===== src/rtl/pipe_ctrl_pkg.sv =====
// Shared constants, widths and FSM encoding for the MIPS32e pipeline control unit.
package pipe_ctrl_pkg;

  localparam int unsigned XLEN     = 32;
  localparam int unsigned STALL_W  = 5;
  localparam int unsigned SETTLE_W = 3;
  localparam int unsigned FCNT_W   = 16;
  localparam int unsigned RUN_W    = 16;

  localparam logic [XLEN-1:0] EXC_NONE = 32'h0000_0000;
  localparam logic [XLEN-1:0] EXC_ERET = 32'h0000_000e;

  localparam logic Stop   = 1'b1;
  localparam logic NoStop = 1'b0;

  typedef enum logic {
    CtrlRun    = 1'b0,
    CtrlSettle = 1'b1
  } ctrl_state_e;

endpackage


===== src/rtl/pipe_ctrl_perf.sv =====
// Stall/flush performance counters plus a sticky stall watchdog for board debug.
module pipe_ctrl_perf
  import pipe_ctrl_pkg::*;
#(
  parameter int unsigned STALL_TIMEOUT = 1023
) (
  input  logic              clk,
  input  logic              rst,
  input  logic              stall_pc,
  input  logic              flush,
  input  logic              perf_clr_i,
  output logic [XLEN-1:0]   stall_cycles_o,
  output logic [FCNT_W-1:0] flush_count_o,
  output logic              stall_timeout_o
);

  logic [RUN_W-1:0] run_q;
  logic [RUN_W-1:0] run_inc;

  assign run_inc = run_q + RUN_W'(1);

  // Clear has priority over any same-cycle increment.
  always_ff @(posedge clk or posedge rst) begin
    if (rst) begin
      stall_cycles_o  <= '0;
      flush_count_o   <= '0;
      run_q           <= '0;
      stall_timeout_o <= 1'b0;
    end else if (perf_clr_i) begin
      stall_cycles_o  <= '0;
      flush_count_o   <= '0;
      run_q           <= '0;
      stall_timeout_o <= 1'b0;
    end else begin
      stall_cycles_o <= stall_cycles_o + XLEN'(stall_pc);
      flush_count_o  <= flush_count_o + FCNT_W'(flush);
      run_q          <= stall_pc ? run_inc : '0;
      if (stall_pc && (run_inc == RUN_W'(STALL_TIMEOUT))) begin
        stall_timeout_o <= 1'b1;
      end
    end
  end

endmodule


===== src/rtl/pipe_ctrl.sv =====
// Pipeline control: stall priority encoding, exception flush/redirect with a
// post-flush settle window, and debug performance counters.
module pipe_ctrl
  import pipe_ctrl_pkg::*;
#(
  parameter logic [31:0] EXC_VECTOR    = 32'h8000_1180,
  parameter int unsigned SETTLE_CYCLES = 1,
  parameter int unsigned STALL_TIMEOUT = 1023
) (
  input  logic               clk,
  input  logic               rst,
  input  logic               stallreq_from_if,
  input  logic               stallreq_from_id,
  input  logic               stallreq_from_ex,
  input  logic               stallreq_from_mem,
  input  logic [XLEN-1:0]    excepttype_i,
  input  logic [XLEN-1:0]    cp0_epc_i,
  input  logic               perf_clr_i,
  output logic [STALL_W-1:0] stall,
  output logic               flush,
  output logic [XLEN-1:0]    new_pc,
  output logic [XLEN-1:0]    stall_cycles_o,
  output logic [FCNT_W-1:0]  flush_count_o,
  output logic               stall_timeout_o
);

  ctrl_state_e         state_q, state_d;
  logic [SETTLE_W-1:0] settle_q, settle_d;
  logic                exc_take;
  logic [STALL_W-1:0]  stall_req;

  always_ff @(posedge clk or posedge rst) begin
    if (rst) begin
      state_q  <= CtrlRun;
      settle_q <= '0;
    end else begin
      state_q  <= state_d;
      settle_q <= settle_d;
    end
  end

  // Exceptions are accepted only in RUN; SETTLE masks stale reports behind a flush.
  always_comb begin
    state_d  = state_q;
    settle_d = settle_q;
    exc_take = 1'b0;
    case (state_q)
      CtrlRun: begin
        if (excepttype_i != EXC_NONE) begin
          exc_take = 1'b1;
          state_d  = CtrlSettle;
          settle_d = SETTLE_W'(SETTLE_CYCLES);
        end
      end
      CtrlSettle: begin
        settle_d = settle_q - SETTLE_W'(1);
        if (settle_q <= SETTLE_W'(1)) begin
          state_d = CtrlRun;
        end
      end
    endcase
  end

  // A stalled stage also holds every stage upstream of it; WB is never held.
  always_comb begin
    stall_req    = {STALL_W{NoStop}};
    stall_req[3] = stallreq_from_mem ? Stop : NoStop;
    stall_req[2] = (stallreq_from_mem | stallreq_from_ex) ? Stop : NoStop;
    stall_req[1] = (stallreq_from_mem | stallreq_from_ex | stallreq_from_id) ? Stop : NoStop;
    stall_req[0] = (stallreq_from_mem | stallreq_from_ex | stallreq_from_id |
                    stallreq_from_if) ? Stop : NoStop;
  end

  assign flush  = exc_take & ~rst;
  assign stall  = (flush | rst) ? '0 : stall_req;
  assign new_pc = !flush                     ? '0 :
                  (excepttype_i == EXC_ERET) ? cp0_epc_i : EXC_VECTOR;

  pipe_ctrl_perf #(
    .STALL_TIMEOUT (STALL_TIMEOUT)
  ) u_perf (
    .clk             (clk),
    .rst             (rst),
    .stall_pc        (stall[0]),
    .flush           (flush),
    .perf_clr_i      (perf_clr_i),
    .stall_cycles_o  (stall_cycles_o),
    .flush_count_o   (flush_count_o),
    .stall_timeout_o (stall_timeout_o)
  );

endmodule


===== config.mk =====
export PLATFORM = sky130hd
export DESIGN_NAME = pipe_ctrl
export DESIGN_NICKNAME = d
export VERILOG_FILES = /design/src/rtl/pipe_ctrl_pkg.sv /design/src/rtl/pipe_ctrl_perf.sv /design/src/rtl/pipe_ctrl.sv
export SDC_FILE = /design/constraint.sdc
export NUM_CORES = 1
export LEC_CHECK = 0
export ABC_AREA = 1
export BUFFER_PORTS_ARGS = -buffer_cell sky130_fd_sc_hd__clkbuf_2
export CORE_ASPECT_RATIO = 0.8
export CORE_MARGIN = 4
export CORE_UTILIZATION = 40
export DETAILED_ROUTE_END_ITERATION = 8
export GPL_ROUTABILITY_DRIVEN = 0
export GPL_TIMING_DRIVEN = 0
export PLACE_DENSITY = 0.74
export SLEW_MARGIN = 25
export SYNTH_ARGS = -nofsm -noshare
export SYNTH_HDL_FRONTEND = slang
export SYNTH_SLANG_ARGS = --single-unit

===== constraint.sdc =====
create_clock -name clk -period 5.4 [get_ports clk]
set_input_delay 1.62 -clock clk [delete_from_list [all_inputs] [get_ports clk]]
set_output_delay 1.62 -clock clk [all_outputs]
set_load 0.01 [all_outputs]

## Word-level counts from Yosys, hierarchy flattened

Cells that the tools add are included.

- Output and inout bits: 87
- Word-level logic and storage cells: 43
- Input port bits: 71
- Register bits: 69

- Equality and inequality tests: 3
- Add/subtract/negate cells: 4
- Mux-type cells: 19
- Bitwise logic cells: 7
- Magnitude comparators: 1
- Reductions and logical operators: 3

Operators with widths:

| operator | count |
|---|---|
| $mux 32 | 3 |
| $mux 16 | 3 |
| $add 32x1->32 | 1 |
| $eq 32x4->1 const B | 1 |
| $reduce_bool 32->1 | 1 |
| $add 16x1->16 | 1 |
| $add 16x1->16 const B | 1 |
| $eq 16x10->1 const B | 1 |
| $mux 1 | 9 |
| $pmux 3 s2 | 1 |
| $mux 4 | 1 |
| $or 1x1->1 | 4 |
| $le 3x1->1 const B | 1 |
| $mux 3 | 1 |
| $sub 3x1->3 const B | 1 |
| $ne 2x2->1 const B | 1 |
| $not 1->1 | 2 |
| $pmux 1 s2 | 1 |
| $reduce_bool 2->1 | 1 |
| $and 1x1->1 | 1 |
| $logic_and 1x1->1 | 1 |

## Longest topological paths before layout

Gate-level depths: netlist of the first run.

- Depth in word-level cells: 9
- Gate-level depth with buffers: 20
- Depth with buffers taken out: 20

## By module

Synthesis of the first run repeated with hierarchy kept, for this count alone.

- Cell total of the unflattened synthesis: 612
- Area, all modules: 4424.2 um2

Modules (own cells, without submodules):

| module | area an instance (um2) | cells an instance | sequential area each (um2) | instances |
|---|---|---|---|---|
| pipe_ctrl_perf | 3588.4 | 462 | 1626.6 | 1 |
| pipe_ctrl | 835.8 | 150 | 100.1 | 1 |

## Worst setup path before layout of the first run

Ideal clock, no wire load.

- Path type: input to output
- Start point: input excepttype_i[7]
- End point: output new_pc[10]
- Stages on the path: 9
- Slack: 997 ps
- Arrival: 2783 ps
- Buffers on the path: 1
- Required time: 3780 ps
- Cells stage by stage: nor2_1 -> nand2_1 -> nor2_2 -> nand2_1 -> o21ai_4 -> nor2_1 -> inv_1 -> clkbuf_1 -> nor2_1

- Longest elaborated chain between the ends: 5
- Elaborated cells on any way between the ends: 7
- Those cells by class: 1 x eq/ne; 4 x mux; 1 x bitwise; 1 x reduce/logical

RTL lines:

| what | line | source |
|---|---|---|
| start: declaration | pipe_ctrl.sv:16 | `input logic [XLEN-1:0] excepttype_i,` |
| $reduce_bool 32->1 | pipe_ctrl.sv:49 | `if (excepttype_i != EXC_NONE) begin` |
| $mux 1 | pipe_ctrl.sv:49 |  |
| $mux 1 | pipe_ctrl.sv:47 | `case (state_q)` |
| $and 1x1->1 | pipe_ctrl.sv:74 | `assign flush = exc_take & ~rst;` |
| named net flush | pipe_ctrl.sv:20 | `output logic flush,` |
| $mux 32 | pipe_ctrl.sv:76 | `assign new_pc = !flush ? '0 :` |
| end: declaration | pipe_ctrl.sv:21 | `output logic [XLEN-1:0] new_pc,` |

The timed path passes the listed nets, and every way through them passes these cells.

## Worst setup path in the final report of the first run

- Start point: input excepttype_i[23]
- End point: output new_pc[18]

- Longest elaborated chain between the ends: 5
- Elaborated cells on any way between the ends: 7
- Those cells by class: 1 x eq/ne; 4 x mux; 1 x bitwise; 1 x reduce/logical

RTL lines:

| what | line |
|---|---|
| $reduce_bool 32->1 | pipe_ctrl.sv:49 |
| $mux 1 | pipe_ctrl.sv:49 |
| $mux 1 | pipe_ctrl.sv:47 |
| $and 1x1->1 | pipe_ctrl.sv:74 |
| $mux 32 (*) | pipe_ctrl.sv:76 |

Mark *: on every way between the ends. The rest lies on a longest branch, timed or not.

==> results of run 1 <==
sequential cells by signal, indices dropped and copies added (netlist names):
name / count
u_perf.stall_cycles_o: 32
u_perf.flush_count_o: 16
u_perf.run_q: 16
settle_q: 3
state_q: 1
u_perf.stall_timeout_o: 1
Yosys cell counts, drive strengths merged:
cell      n
conb      1
and3      4
inv      77
a21oi    22
o21a      1
o21ai    20
nor4      9
nor2    160
dfrtp    69
o22ai     1
buf       8
nor3     21
or3       1
nor3b     2
nand3    20
ha        6
nand2   140
xor2     13
nand4    15
nand3b    2
clkbuf    7
xnor2     3
area by class of cell:
| type | count | share of cell area |
|---|---|---|
| Clock inverter | 7 | 0.01782 |
| Tap cell | 140 | 0.03198 |
| Timing Repair Buffer | 156 | 0.1466 |
| Inverter | 77 | 0.05322 |
| Multi-Input combinational cell | 441 | 0.3792 |
| Clock buffer | 9 | 0.04111 |
| Buffer | 15 | 0.01485 |
| Sequential cell | 69 | 0.3152 |
path summary, 6_finish.rpt:
check	slack, ns	end	depth (start not counted)	from
setup / recovery	0.58	new_pc[18]	11	excepttype_i[23]
hold / removal	0.46	u_perf.run_q[0]	1	u_perf.run_q[0]
setup reg to reg	2.80	u_perf.flush_count_o[14]	15	state_q
hold reg to reg	0.46	u_perf.run_q[0]	1	u_perf.run_q[0]
max in group asynchronous	3.56	u_perf.stall_cycles_o[28]	3	rst
min in group asynchronous	1.29	settle_q[2]	2	rst
power by group through the flow:
| stage | Combinational (uW) | Sequential (uW) | Clock, uW |
|---|---|---|---|
| after floorplan | 28.7 | 530 | 0 |
| after global placement | 66.8 | 530 | 0 |
| after detailed placement | 70.4 | 530 | 0 |
| after CTS | 70.8 | 520 | 655 |
| after global routing | 79.3 | 521 | 680 |
| final | 69.4 | 521 | 641 |
per-layer routing:
metal  vias to the layer above  share of wire  track usage
met5                         -              0            0
li1                       2219              -            -
met3                        10          0.083      0.05060
met1                      1942           0.45       0.2553
met4                         0         0.0071      0.04733
met2                       158           0.46       0.3260
cell usage in the layout, fill, tap and decap left out, types with 3 or more instances in the layout:
cell type | synthesis | final
nor2_1 | 155 | 155
xnor2_1 | 3 | 3
nand3_1 | 18 | 18
ha_1 | 6 | 6
a21oi_1 | 22 | 22
nand2_1 | 139 | 139
inv_1 | 76 | 75
nor3_1 | 19 | 19
nor2_2 | 3 | 3
nand4_1 | 14 | 14
dfrtp_1 | 69 | 69
clkbuf_16 | 0 | 9
xor2_1 | 13 | 13
clkbuf_2 | 0 | 155
buf_2 | 5 | 5
and3_1 | 4 | 4
nor4_1 | 8 | 8
o21ai_0 | 18 | 18
clkbuf_1 | 7 | 7
critical path, cell delays in order:
cell      delay, ns
clkbuf_2       0.08
nor2_1         0.10
nand2_1        0.06
nor2_1         0.12
nand2_1        0.13
o21ai_4        0.23
nor2_1         0.12
inv_1          0.14
clkbuf_1       0.34
nor2_1         0.09
clkbuf_2       0.16
metrics by stage:
step	instance area (um2)	instances	power [uW]	hold WS [ns]
floorplan	4174	602	559.1	0.4318
global placement	5125	897	596.7	0.4524
detailed placement	5155	898	600.3	0.4546
CTS	5478	914	1246	0.4619
global route	5478	914	1280	0.5057
finish	5478	914	1231	0.4586
logic make-up (layout without fill, tap and decap cells):
| kind of cell | Yosys count | in the layout | share of synthesized area |
|---|---|---|---|
| DFF | 69 | 69 | 0.4137 |
| and+or+nand+nor | 374 | 374 | 0.3888 |
| xor gates and xnor gates | 16 | 16 | 0.03357 |
| adders and majority gates | 6 | 6 | 0.01799 |
| other | 1 | 1 | 0.0008984 |
| buffers and inverters | 92 | 264 | 0.08873 |
| AOI/OAI and AO/OA | 44 | 44 | 0.05636 |
==> impl_results.md, run 1 <==
- Fin nets: 846
- DR vias: 4,329
- Sequential area share after synthesis: 0.4137
- Starting Density: 0.4093
- Resized cells post-CTS: 0
- Die Ht: 99.37 um
- # setup viols final: 0
- Combinational share of power: 0.056
- Post-synthesis register bit count: 69
- Post-CTS setup buffer count: 0
- Hpwl dp: 9363 um
- Sequential Power Share: 0.423
- Max_cap viols: 0
- Antenna diodes: 0
- Yosys top cell by area: dfrtp_1
- WL per Instance: 13.01 um
- Final Util: 0.5371
- Min cycle time layout: 4.819 ns
- Final Hold Viols: 0
- Row count: 33
- DRC: 0
- CTS buffer count: 9
- Synth top area cells: dfrtp_1 41%, nor2_1 14%, nand2_1 13%
- Vias in the first global route: 3,852
- Mapped Cells: 602
- Largest net degree at the start of global routing: 43
- Total track usage: 0.1956
- CTS tree: built
- Yosys top cell area share: 0.4137
- Syn Area/Cell: 6.934 um2
- Period utilisation layout: 0.8924
- Hold_buf cts: 0
- Filler cells: 1,005
- Antenna violation net count after detailed routing: 0
- Max Fclk: 207.5 MHz
- Clock power share: 0.521
- Slew @ Worst Pin: 0.6533 ns
- Root Driver: clkbuf_16
- VDD IR max: 0.1056 mV
- Total gr overflow: 0
- CTS Sinks: 69
- CP Data Required Time: 3.78 ns
- Post-Route WL: 11,890 um
- Area grow syn2layout: 31.23%
- Status: completed
- Die width: 122.2 um
- Multi-input logic area: 0.002077 mm2
- Syn nets: 679
- Violation count after the first detailed-route iteration: 283
- CP Capture Type: output pin
- RSZ-0062 raised after global routing: no
- Yosys warns: 0
- Initial antenna violation count: 0
- Max Transition Viols Final: 0
- HP Class: reg2reg
- Relative slew margins: 0.5645
- P_sw: 276.3 uW
- Arr. time, crit path: 3.20 ns
- Distinct cells, synth: 36
- Clock buffer depth: 2
- Worst skew pair latency: 0.33 ns
- Reg clk slew, reported paths: 0.05 ns
- Register area: 0.001727 mm2
- Clock skew: 0.005166 ns
- Layout cells sized above 1: 0.2532
- DR pass1 iterations: 5
- CTS H-tree depth: 3
- Critical Path Fanout Max: 10
- Crit start category: input pin
- Core footprint: 0.01020 mm2
- Die area: 0.01214 mm2
- Lkg Pwr: 0.002735 uW
- Worst Setup Path Type: in2out
- Vias per cell: 4.736
- Pre-CTS setup slack: 0.5533 ns
- Power Density: 224.7 mW/mm2
- Post-Syn Area: 0.004174 mm2
- Number of port buffers: 155
- Global-route wire length before repair: 18,850 um
- Cell Int Power: 954.4 uW
- Final WS setup: 0.5809 ns
- Final setup TNS: 0 ns
- IO Pins: 158
- Switching share of power: 0.2245
(Power assumes the default switching activity.)
==> inputs of run 2 (changes only) <==
Settings changed: SYNTH_HIERARCHICAL set to 1.
==> run 2 against run 1 <==
Via count increased by 3.9%. Critical path depth decreased by 2. Worst setup slack improved by 0.18 ns. Register-to-register slack got worse by 0.16 ns. First-iteration DRC count increased by 13%. Core utilization decreased by 1.2 points. Critical endpoint is now stall[0]. Largest power group unchanged. Highest routed layer unchanged.
==> impl_results.md, run 2 <==
- Status: completed
- CTS tree: built
- CP startpoint: excepttype_i[27]
- Die Ht: 102.1 um (+2.7%)
- Global-route wire length before repair: 20,280 um (+7.6%)
- Relative slew margins: 0.5638 (-0.0006690)
- Filler cells: 1,045 (+4.0%)
- Core footprint: 0.01085 mm2 (+6.4%)
- Violation count after the first detailed-route iteration: 321 (+13%)
- Final Util: 0.5255 (-0.01162)
- Distinct cells, synth: 37 (+2.8%)
- Clock buffer depth: 2 (unchanged)
- Register area: 0.001727 mm2 (unchanged)
- Largest registers: u_perf/stall_cycles_o x32, u_perf/flush_count_o x16, u_perf/run_q x16
- Most common cell after layout, fill and taps aside: clkbuf_2
- DR pass1 iterations: 8 (+3)
- Antenna violation net count after detailed routing: 0 (unchanged)
- Vias in the first global route: 4,168 (+8.2%)
- Launching point of the worst reg2reg path: state_q
- Yosys top cell area share: 0.3903 (-0.02340)
- Synth async-reset ratio: 1.000 (unchanged)
- RSZ-0062 raised after global routing: no
- Max Fclk: 215.8 MHz (+4.0%)
- Synth top area cells: dfrtp_1 39%, nor2_1 12%, nand2_1 10%
- Antenna diodes: 0 (unchanged)
- CTS Sinks: 69 (unchanged)
- Critical Path Fanout Max: 4 (-6)
- Most frequent cell after synthesis: nor2_1
- Crit start category: input pin
- Worst Hold Launch: u_perf/stall_timeout_o
- Most flops, register: u_perf/stall_cycles_o
- Mapped Cells: 612 (+1.7%)
- Final Hold Viols: 0 (unchanged)
- Reg clk slew, reported paths: 0.05 ns (about the same)
- Hpwl dp: 9931 um (+6.1%)
- Post-Syn Area: 0.004424 mm2 (+6.0%)
- CP Capture Type: output pin
- Worst skew pair latency: 0.32 ns (about the same)
- Max_cap viols: 0 (unchanged)
- Most frequent cells in the layout: 156 x clkbuf_2, 141 x nor2_1, 118 x nand2_1, 69 x dfrtp_1, 64 x inv_1
- IO Pins: 158 (unchanged)
- Die area: 0.01282 mm2 (+5.5%)
- Area grow syn2layout: 28.85%
- Layout cells sized above 1: 0.2917 (+0.03849)
- Yosys top cell by area: dfrtp_1
- HP Class: reg2reg
- Number of synthesized flops with an enable pin: 0 (unchanged)
- Largest net degree at the start of global routing: 42 (-2.3%)
- Top cells by count, synth: 141 x nor2_1, 118 x nand2_1, 69 x dfrtp_1
- Period utilisation layout: 0.8583 (-0.03416)
- Max Transition Viols Final: 0 (unchanged)
- Worst Setup Path Type: in2out
- Fin nets: 859 (+1.5%)
- Post-CTS setup buffer count: 0 (unchanged)
- # setup viols final: 0 (unchanged)
- VDD IR max: 0.1134 mV (+7.4%)
- Row count: 34 (+3.0%)
- Min cycle time layout: 4.635 ns (-0.1844 ns)
- Vias per cell: 4.841 (+2.2%)
- Sequential area share after synthesis: 0.3903 (-0.02340)
- Final instance area: 0.005700 mm2 (+4.1%)
- Syn nets: 691 (+1.8%)
- Number of instances in the placed design: 913 (+1.7%)
- Lkg Pwr: 0.002711 uW (-0.89%)
- Total gr overflow: 0 (unchanged)
- CTS H-tree depth: 3 (unchanged)
- Root Driver: clkbuf_16
- Arr. time, crit path: 3.01 ns (-0.19 ns)
- Multi-input logic area: 0.002327 mm2 (+12%)
- CP Data Required Time: 3.78 ns (about the same)
- Non-Filler Instances: 929 (+1.6%)
- CTS buffer count: 9 (unchanged)
- WL per Instance: 13.51 um (+3.9%)
- Syn Area/Cell: 7.229 um2 (+4.3%)
- Power Density: 212.0 mW/mm2 (-5.6%)
- Post-Route WL: 12,550 um (+5.6%)
- Final setup TNS: 0 ns (unchanged)
- Post-synth top flop: dfrtp_1
- DR vias: 4,497 (+3.9%)
- Hold_buf cts: 0 (unchanged)
- Dpl cell area: 0.005408 mm2 (+4.9%)
- Resized cells post-CTS: 0 (unchanged)
- DRC: 0 (unchanged)
- Number of port buffers: 156 (+0.65%)
- Die width: 125.6 um (+2.8%)
- Post-synthesis register bit count: 69 (unchanged)
- Total track usage: 0.1939 (-0.001644)
- Slew @ Worst Pin: 0.6543 ns (+0.001002 ns)
- Clock skew: 0.003782 ns (-0.001384 ns)
- Max reg flops: 32 (unchanged)
- Starting Density: 0.4078 (-0.001432)
- Yosys warns: 6 (+6)
- Initial antenna violation count: 0 (unchanged)
==> run 2: cell count changes after synthesis, moves of 7 or more <==
cell | previous run | this run
nand3_2 | 2 | 15
inv_1 | 76 | 65
nand2_1 | 139 | 118
nor2_4 | 1 | 9
a21oi_1 | 22 | 29
nand3_1 | 18 | 38
nor2_1 | 155 | 141
==> run 2: cell families (layout without fill, tap and decap cells) <==
group	Yosys count	in the layout	synth area share
simple gates	376	376	0.4036
buf+inv	86	259	0.08371
flops	69	69	0.3903
compound gates	56	56	0.06731
xor+xnor	16	16	0.03167
fa+ha+maj	8	8	0.02263
other cells	1	1	0.0008476
==> run 2: layout make-up <==
cell class,count,area share
multi-input cells,457,0.4083
flip-flops and latches,69,0.3029
repair buffers,157,0.1405
inverters,70,0.04653
clock buffers,11,0.04258
well taps,144,0.03161
plain buffers,16,0.01888
clock inverters,5,0.008780
==> run 2: worst max-delay path, stage by stage <==
cell      delay (ns)
clkbuf_2        0.08
nor2_1          0.12
nand2_1         0.06
nor2_1          0.15
nand2_1         0.14
o21ai_1         0.22
nand2_1         0.13
nor2_1          0.29
clkbuf_2        0.21
==> run 2: path summary, 6_finish.rpt <==
kind / to / slack [ns] / cells past startpoint
worst max-delay path: stall[0] / 0.77 / 9
worst min-delay path: u_perf/stall_timeout_o / 0.50 / 2
worst max register to register: u_perf/stall_cycles_o[26] / 2.64 / 15
worst min register to register: u_perf/stall_timeout_o / 0.50 / 2
max in group asynchronous: u_perf/stall_cycles_o[21] / 3.61 / 3
min in group asynchronous: settle_q[2] / 1.23 / 2
==> run 2: routing by layer <==
metal	GRT usage	vias to the layer above	share of wire
met5	0	-	0
met3	0.04023	13	0.055
met4	0.03833	0	0.0086
li1	-	2300	-
met1	0.2797	2051	0.47
met2	0.3053	133	0.47
==> run 2: per-stage QoR <==
step                      worst slack (ns)  hold WS, ns  power [uW]
after detailed placement            0.7633       0.4972       644.8
after CTS                           0.7597       0.5069        1227
final                               0.7653       0.5028        1208
after floorplan                      1.241       0.4739       595.7
after global routing                0.5607       0.5295        1266
after global placement              0.7665       0.4952       641.8
==> run 2: power by group <==
group	switching (uW)	internal (uW)
clock network	207	366
registers	8.10	528
logic	58.0	40.8
total	273	936
==> inputs of run 3 (changes only) <==
Settings changed: CORE_ASPECT_RATIO 0.8 to 0.7.
==> run 3 against run 2 <==
Critical path depth did not move. Clock power rose by 2%. First-iteration DRC count fell by 15%. Sequential cell count did not move. Die area rose by 0.13%. Fmax fell by 1.2%. Critical path type unchanged. Largest cell class unchanged. Via count rose by 2.2%. Non-clock buffer count did not move. Cell count rose by 0.43%. Wire length rose by 3.3%.
==> impl_results.md, run 3 (synthesis gave the netlist of run 2 again) <==
- Vias per cell: 4.928 (+1.8%)
- Area grow syn2layout: 29.16%
- Lkg Pwr: 0.002708 uW (-0.12%)
- Most common cell after layout, fill and taps aside: clkbuf_2
- Root Driver: clkbuf_16
- CTS tree: built
- Register area: 0.001727 mm2 (unchanged)
- Global-route wire length before repair: 21,020 um (+3.7%)
- CTS H-tree depth: 3 (unchanged)
- Number of port buffers: 156 (unchanged)
- Filler cells: 1,065 (+1.9%)
- Routed wl met2: 5780 um (-1.4%)
- Met1 WL: 6286 um (+6.7%)
- Final Hold Viols: 0 (unchanged)
- Hpwl dp: 10,410 um (+4.9%)
- Total track usage: 0.2077 (+0.01381)
- Most flops, register: u_perf/stall_cycles_o
- Fin nets: 859 (unchanged)
- Slew @ Worst Pin: 0.5918 ns (-0.06254 ns)
- Vias in the first global route: 4,166 (-0.048%)
- Die width: 133.7 um (+6.5%)
- Die area: 0.01283 mm2 (+0.13%)
- Status: completed
- Max reg flops: 32 (unchanged)
- RSZ-0062 raised after global routing: no
- Min cycle time layout: 4.692 ns (+0.05701 ns)
- Critical Path Fanout Max: 4 (unchanged)
- Hold Worst Slack: 0.5104 ns (+0.007605 ns)
- Antenna diodes: 0 (unchanged)
- Resized cells post-CTS: 0 (unchanged)
- Cell Int Power: 938.6 uW (+0.32%)
- Most frequent cells in the layout: 156 x clkbuf_2, 141 x nor2_1, 118 x nand2_1, 69 x dfrtp_1, 64 x inv_1
- DR pass1 iterations: 5 (-3)
- Row count: 31 (-8.8%)
- Post-Route WL: 12,970 um (+3.3%)
- Antenna violation net count after detailed routing: 0 (unchanged)
- Sequential Power Share: 0.440 (-0.004)
- Clock buffer depth: 2 (unchanged)
- Reg2Reg Depth: 15 (unchanged)
- DR vias: 4,598 (+2.2%)
- Layout cells sized above 1: 0.2904 (-0.001274)
- Total gr overflow: 0 (unchanged)
- Starting Density: 0.4194 (+0.01151)
- Violation count after the first detailed-route iteration: 274 (-15%)
- Crit start category: input pin
- Reg clk slew, reported paths: 0.05 ns (about the same)
- Worst skew pair latency: 0.33 ns (about the same)
- Final setup TNS: 0 ns (unchanged)
- VDD IR max: 0.1476 mV (+30%)
- Initial antenna violation count: 0 (unchanged)
- HP Class: reg2reg
- IO Pins: 158 (unchanged)
- Hold_buf cts: 0 (unchanged)
- Max Transition Viols Final: 0 (unchanged)
- P_sw: 282.0 uW (+3.4%)
- Worst Setup Path Type: in2out
- Top Metal Used: met4
- Max_cap viols: 0 (unchanged)
- Largest registers: u_perf/stall_cycles_o x32, u_perf/flush_count_o x16, u_perf/run_q x16
- CTS Sinks: 69 (unchanged)
- CP Capture Type: output pin
- Power Density: 213.6 mW/mm2 (+0.76%)
- Hold depth: 1 (-1)
- Met3 Wirelength: 714 um (+3.5%)
- DRC: 0 (unchanged)
- Switching share of power: 0.2310 (+0.005274)
- Post-CTS setup buffer count: 0 (unchanged)
- CP Cell Sequence: clkbuf_2 > nor2_1 > nand2_1 > nor2_1 > nand2_1 > o21ai_1 > nand2_1 > nor2_1 > clkbuf_2
- CP max stage delay: 0.38 ns (+0.09 ns)
- # setup viols final: 0 (unchanged)
- CP Data Required Time: 3.78 ns (about the same)
- WL per Instance: 13.90 um (+2.9%)
- CTS buffer count: 9 (unchanged)
- Core footprint: 0.01055 mm2 (-2.7%)
- Period utilisation layout: 0.8688 (+0.01056)
- Multi-input logic area: 0.002327 mm2 (unchanged)
- Largest net degree at the start of global routing: 52 (+24%)
- Clock skew: 0.005641 ns (+0.001859 ns)
- Max Fclk: 213.1 MHz (-1.2%)
- Die Ht: 95.99 um (-6.0%)
- Clock power share: 0.476 (+0.002)
- Combinational share of power: 0.083 (about the same)
- Relative slew margins: 0.6055 (+0.04169)
- Arr. time, crit path: 3.07 ns (+0.06 ns)
- Slowest CP cell: nor2_1
run 3: power groups by stage:
stage / combinational, uW / sequential [uW] / clock (uW)
floorplan: 49.8 / 546 / 0
global placement: 97.3 / 546 / 0
detailed placement: 102 / 546 / 0
CTS: 103 / 537 / 599
global route: 116 / 539 / 621
finish: 101 / 538 / 582
run 3: layout make-up:
class | instances | share of cell area
buffer | 16 | 0.01883
clock buffer | 12 | 0.04314
clock inverter | 4 | 0.008321
inverter | 70 | 0.04642
multi-input combinational | 457 | 0.4073
sequential | 69 | 0.3022
tap | 148 | 0.03241
timing repair buffer | 157 | 0.1414
run 3: path summary, 6_finish.rpt:
path                                   from                        end  slack, ns
min                         u_perf/run_q[0]            u_perf/run_q[0]       0.51
max in group asynchronous               rst   u_perf/flush_count_o[13]       3.69
max reg2reg                         state_q  u_perf/stall_cycles_o[26]       2.57
max                        excepttype_i[31]                   stall[0]       0.71
min reg2reg                 u_perf/run_q[0]            u_perf/run_q[0]       0.51
min in group asynchronous               rst   u_perf/stall_cycles_o[4]       1.21
run 3: critical path, delay by kind of cell:
kind	cells	cell delay, ns
buf+inv	2	0.30
compound gates	1	0.21
simple gates	6	0.94
run 3: stage by stage:
step	instance area, um2	utilization	power (uW)	setup slack [ns]	instances
after floorplan	4424	-	595.7	1.241	612
after global placement	5390	0.5109	643.3	0.7626	916
after detailed placement	5420	0.5138	648.7	0.7087	917
after CTS	5714	0.5416	1240	0.7062	933
after global routing	5714	0.5416	1276	0.5425	933
final	5714	0.5416	1221	0.7083	933
run 3: per-layer routing:
metal  track usage  up-vias
li1              -     2301
met1        0.3026     2139
met2        0.3122      142
met3       0.04127       16
met4       0.06421        0
met5             0        -
